$ cat config.mk
export PLATFORM = sky130hd
export DESIGN_NAME = clock_display_scan
export DESIGN_NICKNAME = d
export VERILOG_FILES = /design/src/rtl/clock_display_scan.sv
export SDC_FILE = /design/constraint.sdc
export NUM_CORES = 1
export LEC_CHECK = 0
export CAP_MARGIN = 20
export CELL_PAD_IN_SITES_DETAIL_PLACEMENT = 1
export CELL_PAD_IN_SITES_GLOBAL_PLACEMENT = 2
export CORE_MARGIN = 2
export CORE_UTILIZATION = 35
export CTS_BUF_LIST = sky130_fd_sc_hd__clkbuf_8
export DETAILED_ROUTE_END_ITERATION = 10
export DONT_BUFFER_PORTS = 1
export PLACE_DENSITY_LB_ADDON = 0.1
export SKIP_CTS_REPAIR_TIMING = 1
export SYNTH_ARGS = -nofsm -noshare
export SYNTH_HDL_FRONTEND = slang
export SYNTH_SLANG_ARGS = --single-unit
$ cat constraint.sdc
create_clock -name CLK -period 7.05 [get_ports CLK]
set_input_delay 1.7625 -clock CLK [delete_from_list [all_inputs] [get_ports CLK]]
set_output_delay 1.7625 -clock CLK [all_outputs]
set_load 0.02 [all_outputs]
$ cat src/rtl/clock_display_scan.sv
// clock_display_scan
// Reads the HOUR/MINUTE/SECOND time registers, takes one coherent snapshot per
// scan frame, converts each field to two BCD digits and scans them onto a
// 6-digit common-anode 7-segment display (HH MM SS).
//
// Ports
//   CLK        in   1  system clock
//   rstn       in   1  asynchronous active-low reset
//   HOUR       in   5  binary hours, valid 0..23 (larger shows "--")
//   MINUTE     in   6  binary minutes, valid 0..59 (larger shows "--")
//   SECOND     in   6  binary seconds, valid 0..59 (larger shows "--")
//   SEG        out  7  segments {g,f,e,d,c,b,a}, active-low
//   DP         out  1  decimal point, active-low
//   DIGIT_SEL  out  6  digit enables, active-low one-hot; bit0 = hour tens
//   SNAP_MISS  out  1  sticky: a snapshot was force-committed after retries ran out
//
// Parameters
//   SCAN_DIV   clock cycles per digit slot (>= BLANK_CYC+2)
//   BLANK_CYC  dark cycles at the start of every slot (>= 1)
//   RETRY_MAX  snapshot compare retries before a forced commit (1..7)
//
// Optional feature macro: BLINK_COLON_EN
//   Defined   : DP lights on digits 1 and 3 while committed SECOND is even.
//   Undefined : DP is tied high.

module clock_display_scan #(
    parameter int unsigned SCAN_DIV  = 1000,
    parameter int unsigned BLANK_CYC = 2,
    parameter int unsigned RETRY_MAX = 3
) (
    input  logic       CLK,
    input  logic       rstn,
    input  logic [4:0] HOUR,
    input  logic [5:0] MINUTE,
    input  logic [5:0] SECOND,
    output logic [6:0] SEG,
    output logic       DP,
    output logic [5:0] DIGIT_SEL,
    output logic       SNAP_MISS
);

    localparam int unsigned PW = (SCAN_DIV > 1) ? $clog2(SCAN_DIV) : 1;
    localparam int unsigned BW = $clog2(BLANK_CYC + 1);
    localparam int unsigned TW = 17;

    localparam logic [PW-1:0] PRESC_LAST = PW'(SCAN_DIV - 1);
    localparam logic [BW-1:0] BLANK_LOAD = BW'(BLANK_CYC);
    localparam logic [2:0]    RETRY_LIM  = 3'(RETRY_MAX);
    localparam logic [3:0]    DASH       = 4'hA;
    localparam logic [6:0]    SEG_OFF    = 7'h7F;
    localparam logic [5:0]    SEL_OFF    = 6'h3F;

    typedef enum logic [1:0] {
        S_IDLE,
        S_CAP_A,
        S_CAP_B,
        S_COMMIT
    } state_t;

    // Binary 0..59 to {tens, units} by successive compare/subtract.
    function automatic logic [7:0] to_bcd(input logic [5:0] v);
        logic [5:0] r;
        logic [3:0] t;
        r = v;
        t = 4'd0;
        if (r >= 6'd50) begin
            t = 4'd5; r = r - 6'd50;
        end else if (r >= 6'd40) begin
            t = 4'd4; r = r - 6'd40;
        end else if (r >= 6'd30) begin
            t = 4'd3; r = r - 6'd30;
        end else if (r >= 6'd20) begin
            t = 4'd2; r = r - 6'd20;
        end else if (r >= 6'd10) begin
            t = 4'd1; r = r - 6'd10;
        end
        return {t, 4'(r)};
    endfunction

    // Active-low segment pattern; any non-decimal code renders as a dash.
    function automatic logic [6:0] seg_enc(input logic [3:0] d);
        logic [6:0] s;
        case (d)
            4'd0:    s = 7'h40;
            4'd1:    s = 7'h79;
            4'd2:    s = 7'h24;
            4'd3:    s = 7'h30;
            4'd4:    s = 7'h19;
            4'd5:    s = 7'h12;
            4'd6:    s = 7'h02;
            4'd7:    s = 7'h78;
            4'd8:    s = 7'h00;
            4'd9:    s = 7'h10;
            default: s = 7'h3F;
        endcase
        return s;
    endfunction

    logic [PW-1:0] r_presc;
    logic [2:0]    r_idx;
    logic [BW-1:0] r_blank;
    logic          r_armed;
    logic          r_boot;
    state_t        r_state;
    state_t        w_state_nxt;
    logic [TW-1:0] r_snap_a;
    logic [2:0]    r_retry;
    logic          r_snap_miss;
    logic [3:0]    r_bcd_h1, r_bcd_h0, r_bcd_m1, r_bcd_m0, r_bcd_s1, r_bcd_s0;
    logic [6:0]    r_seg;
    logic [5:0]    r_sel;

    logic          w_tick;
    logic          w_frame_start;
    logic [TW-1:0] w_live;
    logic          w_cap;
    logic          w_commit;
    logic          w_retry_inc;
    logic          w_miss_set;
    logic [7:0]    w_hour_bcd, w_min_bcd, w_sec_bcd;
    logic [3:0]    w_digit;
    logic          w_dark;

    assign w_tick        = (r_presc == PRESC_LAST);
    assign w_frame_start = w_tick && (r_idx == 3'd5);
    assign w_live        = {HOUR, MINUTE, SECOND};
    assign w_dark        = !r_armed || (r_blank != '0);

    // Slot timing: prescaler, digit index, per-slot blanking counter.
    // r_armed keeps the display dark from reset until the first slot boundary.
    always_ff @(posedge CLK or negedge rstn) begin
        if (!rstn) begin
            r_presc <= '0;
            r_idx   <= 3'd0;
            r_blank <= '0;
            r_armed <= 1'b0;
        end else begin
            if (w_tick) begin
                r_presc <= '0;
                r_idx   <= (r_idx == 3'd5) ? 3'd0 : r_idx + 3'd1;
                r_blank <= BLANK_LOAD;
                r_armed <= 1'b1;
            end else begin
                r_presc <= r_presc + PW'(1);
                if (r_blank != '0) begin
                    r_blank <= r_blank - BW'(1);
                end
            end
        end
    end

    // Snapshot FSM state register.
    always_ff @(posedge CLK or negedge rstn) begin
        if (!rstn) begin
            r_state <= S_IDLE;
            r_boot  <= 1'b1;
        end else begin
            r_state <= w_state_nxt;
            r_boot  <= 1'b0;
        end
    end

    // Snapshot FSM next state; r_boot forces one capture right after reset.
    always_comb begin
        w_state_nxt = r_state;
        w_cap       = 1'b0;
        w_commit    = 1'b0;
        w_retry_inc = 1'b0;
        w_miss_set  = 1'b0;
        case (r_state)
            S_IDLE: begin
                if (w_frame_start || r_boot) begin
                    w_state_nxt = S_CAP_A;
                end
            end
            S_CAP_A: begin
                w_cap       = 1'b1;
                w_state_nxt = S_CAP_B;
            end
            S_CAP_B: begin
                if (w_live == r_snap_a) begin
                    w_state_nxt = S_COMMIT;
                end else if (r_retry < RETRY_LIM) begin
                    w_retry_inc = 1'b1;
                    w_state_nxt = S_CAP_A;
                end else begin
                    w_miss_set  = 1'b1;
                    w_state_nxt = S_COMMIT;
                end
            end
            S_COMMIT: begin
                w_commit    = 1'b1;
                w_state_nxt = S_IDLE;
            end
            default: w_state_nxt = S_IDLE;
        endcase
    end

    // Field conversion of the captured snapshot, with out-of-range dashes.
    always_comb begin
        w_hour_bcd = to_bcd({1'b0, r_snap_a[16:12]});
        w_min_bcd  = to_bcd(r_snap_a[11:6]);
        w_sec_bcd  = to_bcd(r_snap_a[5:0]);
        if (r_snap_a[16:12] > 5'd23) w_hour_bcd = {DASH, DASH};
        if (r_snap_a[11:6]  > 6'd59) w_min_bcd  = {DASH, DASH};
        if (r_snap_a[5:0]   > 6'd59) w_sec_bcd  = {DASH, DASH};
    end

    // Snapshot datapath: capture, retry count, sticky miss flag, BCD registers.
    always_ff @(posedge CLK or negedge rstn) begin
        if (!rstn) begin
            r_snap_a    <= '0;
            r_retry     <= 3'd0;
            r_snap_miss <= 1'b0;
            r_bcd_h1    <= 4'd0;
            r_bcd_h0    <= 4'd0;
            r_bcd_m1    <= 4'd0;
            r_bcd_m0    <= 4'd0;
            r_bcd_s1    <= 4'd0;
            r_bcd_s0    <= 4'd0;
        end else begin
            if (w_cap)       r_snap_a    <= w_live;
            if (w_retry_inc) r_retry     <= r_retry + 3'd1;
            if (w_miss_set)  r_snap_miss <= 1'b1;
            if (w_commit) begin
                r_retry  <= 3'd0;
                r_bcd_h1 <= w_hour_bcd[7:4];
                r_bcd_h0 <= w_hour_bcd[3:0];
                r_bcd_m1 <= w_min_bcd[7:4];
                r_bcd_m0 <= w_min_bcd[3:0];
                r_bcd_s1 <= w_sec_bcd[7:4];
                r_bcd_s0 <= w_sec_bcd[3:0];
            end
        end
    end

    // Digit mux for the current slot.
    always_comb begin
        w_digit = DASH;
        case (r_idx)
            3'd0:    w_digit = r_bcd_h1;
            3'd1:    w_digit = r_bcd_h0;
            3'd2:    w_digit = r_bcd_m1;
            3'd3:    w_digit = r_bcd_m0;
            3'd4:    w_digit = r_bcd_s1;
            3'd5:    w_digit = r_bcd_s0;
            default: w_digit = DASH;
        endcase
    end

    // Registered segment and digit drive; both switch on the same edge.
    always_ff @(posedge CLK or negedge rstn) begin
        if (!rstn) begin
            r_seg <= SEG_OFF;
            r_sel <= SEL_OFF;
        end else if (w_dark) begin
            r_seg <= SEG_OFF;
            r_sel <= SEL_OFF;
        end else begin
            r_seg <= seg_enc(w_digit);
            r_sel <= ~(6'b000001 << r_idx);
        end
    end

`ifdef BLINK_COLON_EN
    logic r_sec_lsb;
    logic r_dp;

    // Separator dots after HH and MM, lit on even committed seconds.
    always_ff @(posedge CLK or negedge rstn) begin
        if (!rstn) begin
            r_sec_lsb <= 1'b0;
            r_dp      <= 1'b1;
        end else begin
            if (w_commit) r_sec_lsb <= r_snap_a[0];
            if (w_dark) begin
                r_dp <= 1'b1;
            end else begin
                r_dp <= !(((r_idx == 3'd1) || (r_idx == 3'd3)) && !r_sec_lsb);
            end
        end
    end

    assign DP = r_dp;
`else
    assign DP = 1'b1;
`endif

    assign SEG       = r_seg;
    assign DIGIT_SEL = r_sel;
    assign SNAP_MISS = r_snap_miss;

endmodule

==> metrics.yaml <==
worst_setup_path:
  crit_path_end_kind: "output port"
  r2r-end: "SEG[3]"
  crit_path_end: "DIGIT_SEL[1]"
  crit_arrival_ns: 0.95
  rrSetupSlack_ns: 4.43
  cp-startpoint: "DIGIT_SEL[1]"
  cp_max_fo: 1
  critPathKind: "reg -> out"
  rr_startpoint: "r_idx[2]"
  required_ns: 5.29
  cp-start-kind: "flop"
  worstSetupPathDepth: 0
  reg2reg_depth: 8
power:
  ir_drop_mv: 0.1770
  pwr-share-comb_pct: 42.9
  power_mw: 1.975
  netSwitchingPower_mw: 0.8412
  p_leak_nw: 2.037
  powerDensity_nw_per_um2: 408.9
  seq_power_share_pct: 38.8
  p_sw_share_pct: 42.59
  p_int_mw: 1.134
  clkPwrFrac_pct: 18.3
grt:
  grtUsageTotal_pct: 16.06
  grt_pass1_vias: 3341
  grt_pass1_wl_um: 17760
  grt_start_max_net_pins: 77
  grt_antenna_before_repair: 0
  grt_overflow_total: 0
floorplanning:
  fp-row-count: 41
  core_area_um2: 12620
  fp.dieW_um: 117.5
  dieArea_um2: 13800
  ios: 34
  start_util_pct: 35.70
  die-height_um: 117.5
synth:
  synth_top_flop_cell: "dfrtp_1"
  synth_compound_area_share_pct: 16.83
  synth_xor_area_share_pct: 6.220
  synth_top_family_by_area: "compound AO/OA/AOI/OAI gates"
  syn_area_per_cell_um2: 9.526
  syn_inst: 473
  synth_seq_cells: 76
  yosys.area_share.simple_pct: 16.16
  syn_area_um2: 4506
  synthMuxAreaShare_pct: 4.999
  yosysUniqueCellTypes: 66
  synth_seq_area_share_pct: 42.60
  yosys.area_share.adder_pct: 8.331
  async_reset_ff_share_pct: 100.0
  synth-edff-count: 0
  synth_warnings: 0
  syn_nets: 522
finish:
  syn_to_final_growth_pct: 7.192
  layout.area.seq_um2: 1919
  post-route-util_pct: 38.27
  multiInputGateArea_um2: 2377
  final_area_um2: 4830
  antenna_cells: 0
  final_cell_mix: "dfrtp_1 (62), nand2_1 (52), o21ai_0 (37)"
  final_common_cell: "dfrtp_1"
  fillers: 1491
  drive_gt1_share_pct: 10.52
  fin_nets: 510
route:
  routed_wl_um: 10540
  final_antenna_net_count: 0
  dr.first_iter.drc_count: 183
  dr_total_vias: 3306
  viasPerCell: 5.182
  drcViolationCount: 0
  detail_route.wl_per_cell_um: 16.52
  first_pass_iters: 5
clocking:
  cts.path.max_buffers: 2
  htree_levels: 3
  numCtsBuffers: 9
  clk_pin_slew_ns: 0.08
  cts_sinks: 76
  cts_root_buf: "clkbuf_8"
  cts_tree: "yes"
  clock_latency_ns: 0.37
flow_run:
  maxCapViolations: 0
timing:
  drv_slew: 0
  setup_tns_ns: 0
  fmax_ghz: 0.3684
  rsz0062_at_grt: "no"
  slew_headroom_pct: 47.66
  fin_crit_ns: 2.714
  worst_pin_slew_ns: 0.7851
  final.setup_skew_ns: 0.01586
  min_period_over_period_pct: 38.50
  hold_violations: 0
  setup_viol: 0
placement:
  io_buffers: 0
  placed_cell_area_um2: 4621
  gp_congestion: 0.7626
  dp_hpwl_um: 7544
run_status:
  outcome: "complete, no violations"
min_path:
  min_path_type: "reg -> reg"
==> final cells by class <==
type                    instances  share of cell area, %
flip-flops and latches         76                  39.74
clock inverters                 7                  1.762
multi-input cells             347                  49.22
clock buffers                   9                  2.565
well taps                     172                  4.456
inverters                      25                  1.943
repair buffers                  2                 0.3109
==> cells in the mapped netlist, types with 3 or more instances <==
cell type  number  area [um^2]
a211oi_1        3        22.52
a21o_1          3        22.52
a21oi_1        18        90.09
a22o_1          4        35.03
a31oi_1        10        62.56
a32o_1          4        40.04
and2_1          7        43.79
and3_1          3        18.77
buf_2          10        50.05
clkbuf_1       11        41.29
dfrtp_1        62         1551
dfstp_2        14        367.9
ha_1           30        375.4
inv_1          25        93.84
mux2_2          7        78.83
mux2i_1         6        60.06
nand2_1        52        195.2
nand2b_1        4        25.02
nand3_1        12        60.06
nand3b_1        4        30.03
nand4_1         4        25.02
nor2_1         36        135.1
nor2b_1         7        43.79
nor3_1          8        40.04
nor3b_1         4        30.03
o211ai_1        4        30.03
o21ai_0        37        185.2
o21ai_1         5        25.02
o22ai_1         4        25.02
o31ai_1         3        22.52
xnor2_1        21        183.9
xor2_1         11        96.34
==> worst register-to-register path, delay by kind of cell, from the launching register on <==
kind | cells | cell delay, ns
AOI/OAI and AO/OA | 3 | 0.70
adders and majority gates | 2 | 0.66
buffers and inverters | 1 | 0.17
DFF | 1 | 0.61
muxes | 1 | 0.30
and+or+nand+nor | 1 | 0.11
==> registers in the layout (all words and copies together) (netlist names) <==
signal     count
r_retry        3
r_bcd_m0       4
r_boot         1
r_state        2
r_bcd_s1       4
SEG            7
r_bcd_h0       4
r_idx          3
r_bcd_h1       3
DIGIT_SEL      6
r_bcd_s0       4
SNAP_MISS      1
r_blank        2
r_armed        1
r_presc       10
r_snap_a      17
r_bcd_m1       4
==> per-stage QoR <==
| stage | hold slack (ns) | setup slack [ns] | instances |
|---|---|---|---|
| final | 0.4613 | 4.336 | 638 |
| after global routing | 0.4890 | 4.142 | 638 |
| after CTS | 0.4694 | 4.308 | 638 |
| after detailed placement | 0.4561 | 4.011 | 622 |
| after global placement | 0.4450 | 4.064 | 622 |
| after floorplan | 0.4309 | 4.276 | 473 |
==> layer usage <==
| metal | global-route usage [%] | wire (um) | vias up |
|---|---|---|---|
| met2 | 24.74 | 4758 | 41 |
| met1 | 22.47 | 5296 | 1631 |
| li1 | - | - | 1621 |
| met4 | 5.422 | 166 | 0 |
| met3 | 3.391 | 319 | 13 |
| met5 | 0 | 0 | - |
==> cells by family after synthesis <==
| family | count (synthesis) |
|---|---|
| flip-flops | 76 |
| multiplexers | 18 |
| adder cells (fa/ha/maj) | 30 |
| AO/OA/AOI/OAI | 115 |
| buffers and inverters | 50 |
| XOR/XNOR | 32 |
| other | 2 |
| AND/OR/NAND/NOR | 150 |
==> how the worst min path moves through the flow <==
stage,from,to,slack [ns],cells after the start
floorplan,r_armed,r_armed,0.43,1
finish,r_presc[0],r_presc[0],0.46,1
CTS,r_presc[0],r_presc[0],0.47,1
global route,r_armed,r_armed,0.49,1
detailed placement,r_armed,r_armed,0.46,1
global placement,r_presc[0],r_presc[0],0.45,1
==> power groups by stage <==
stage                     clock (mW)  sequential [mW]  combinational (mW)
final                          0.361            0.767               0.848
after detailed placement           0            0.777               0.852
after global routing           0.395            0.795               0.972
after floorplan                    0            0.645               0.753
after CTS                      0.378            0.769               0.860
after global placement             0            0.777               0.843
Note: power is estimated with default switching activity, not from simulation.
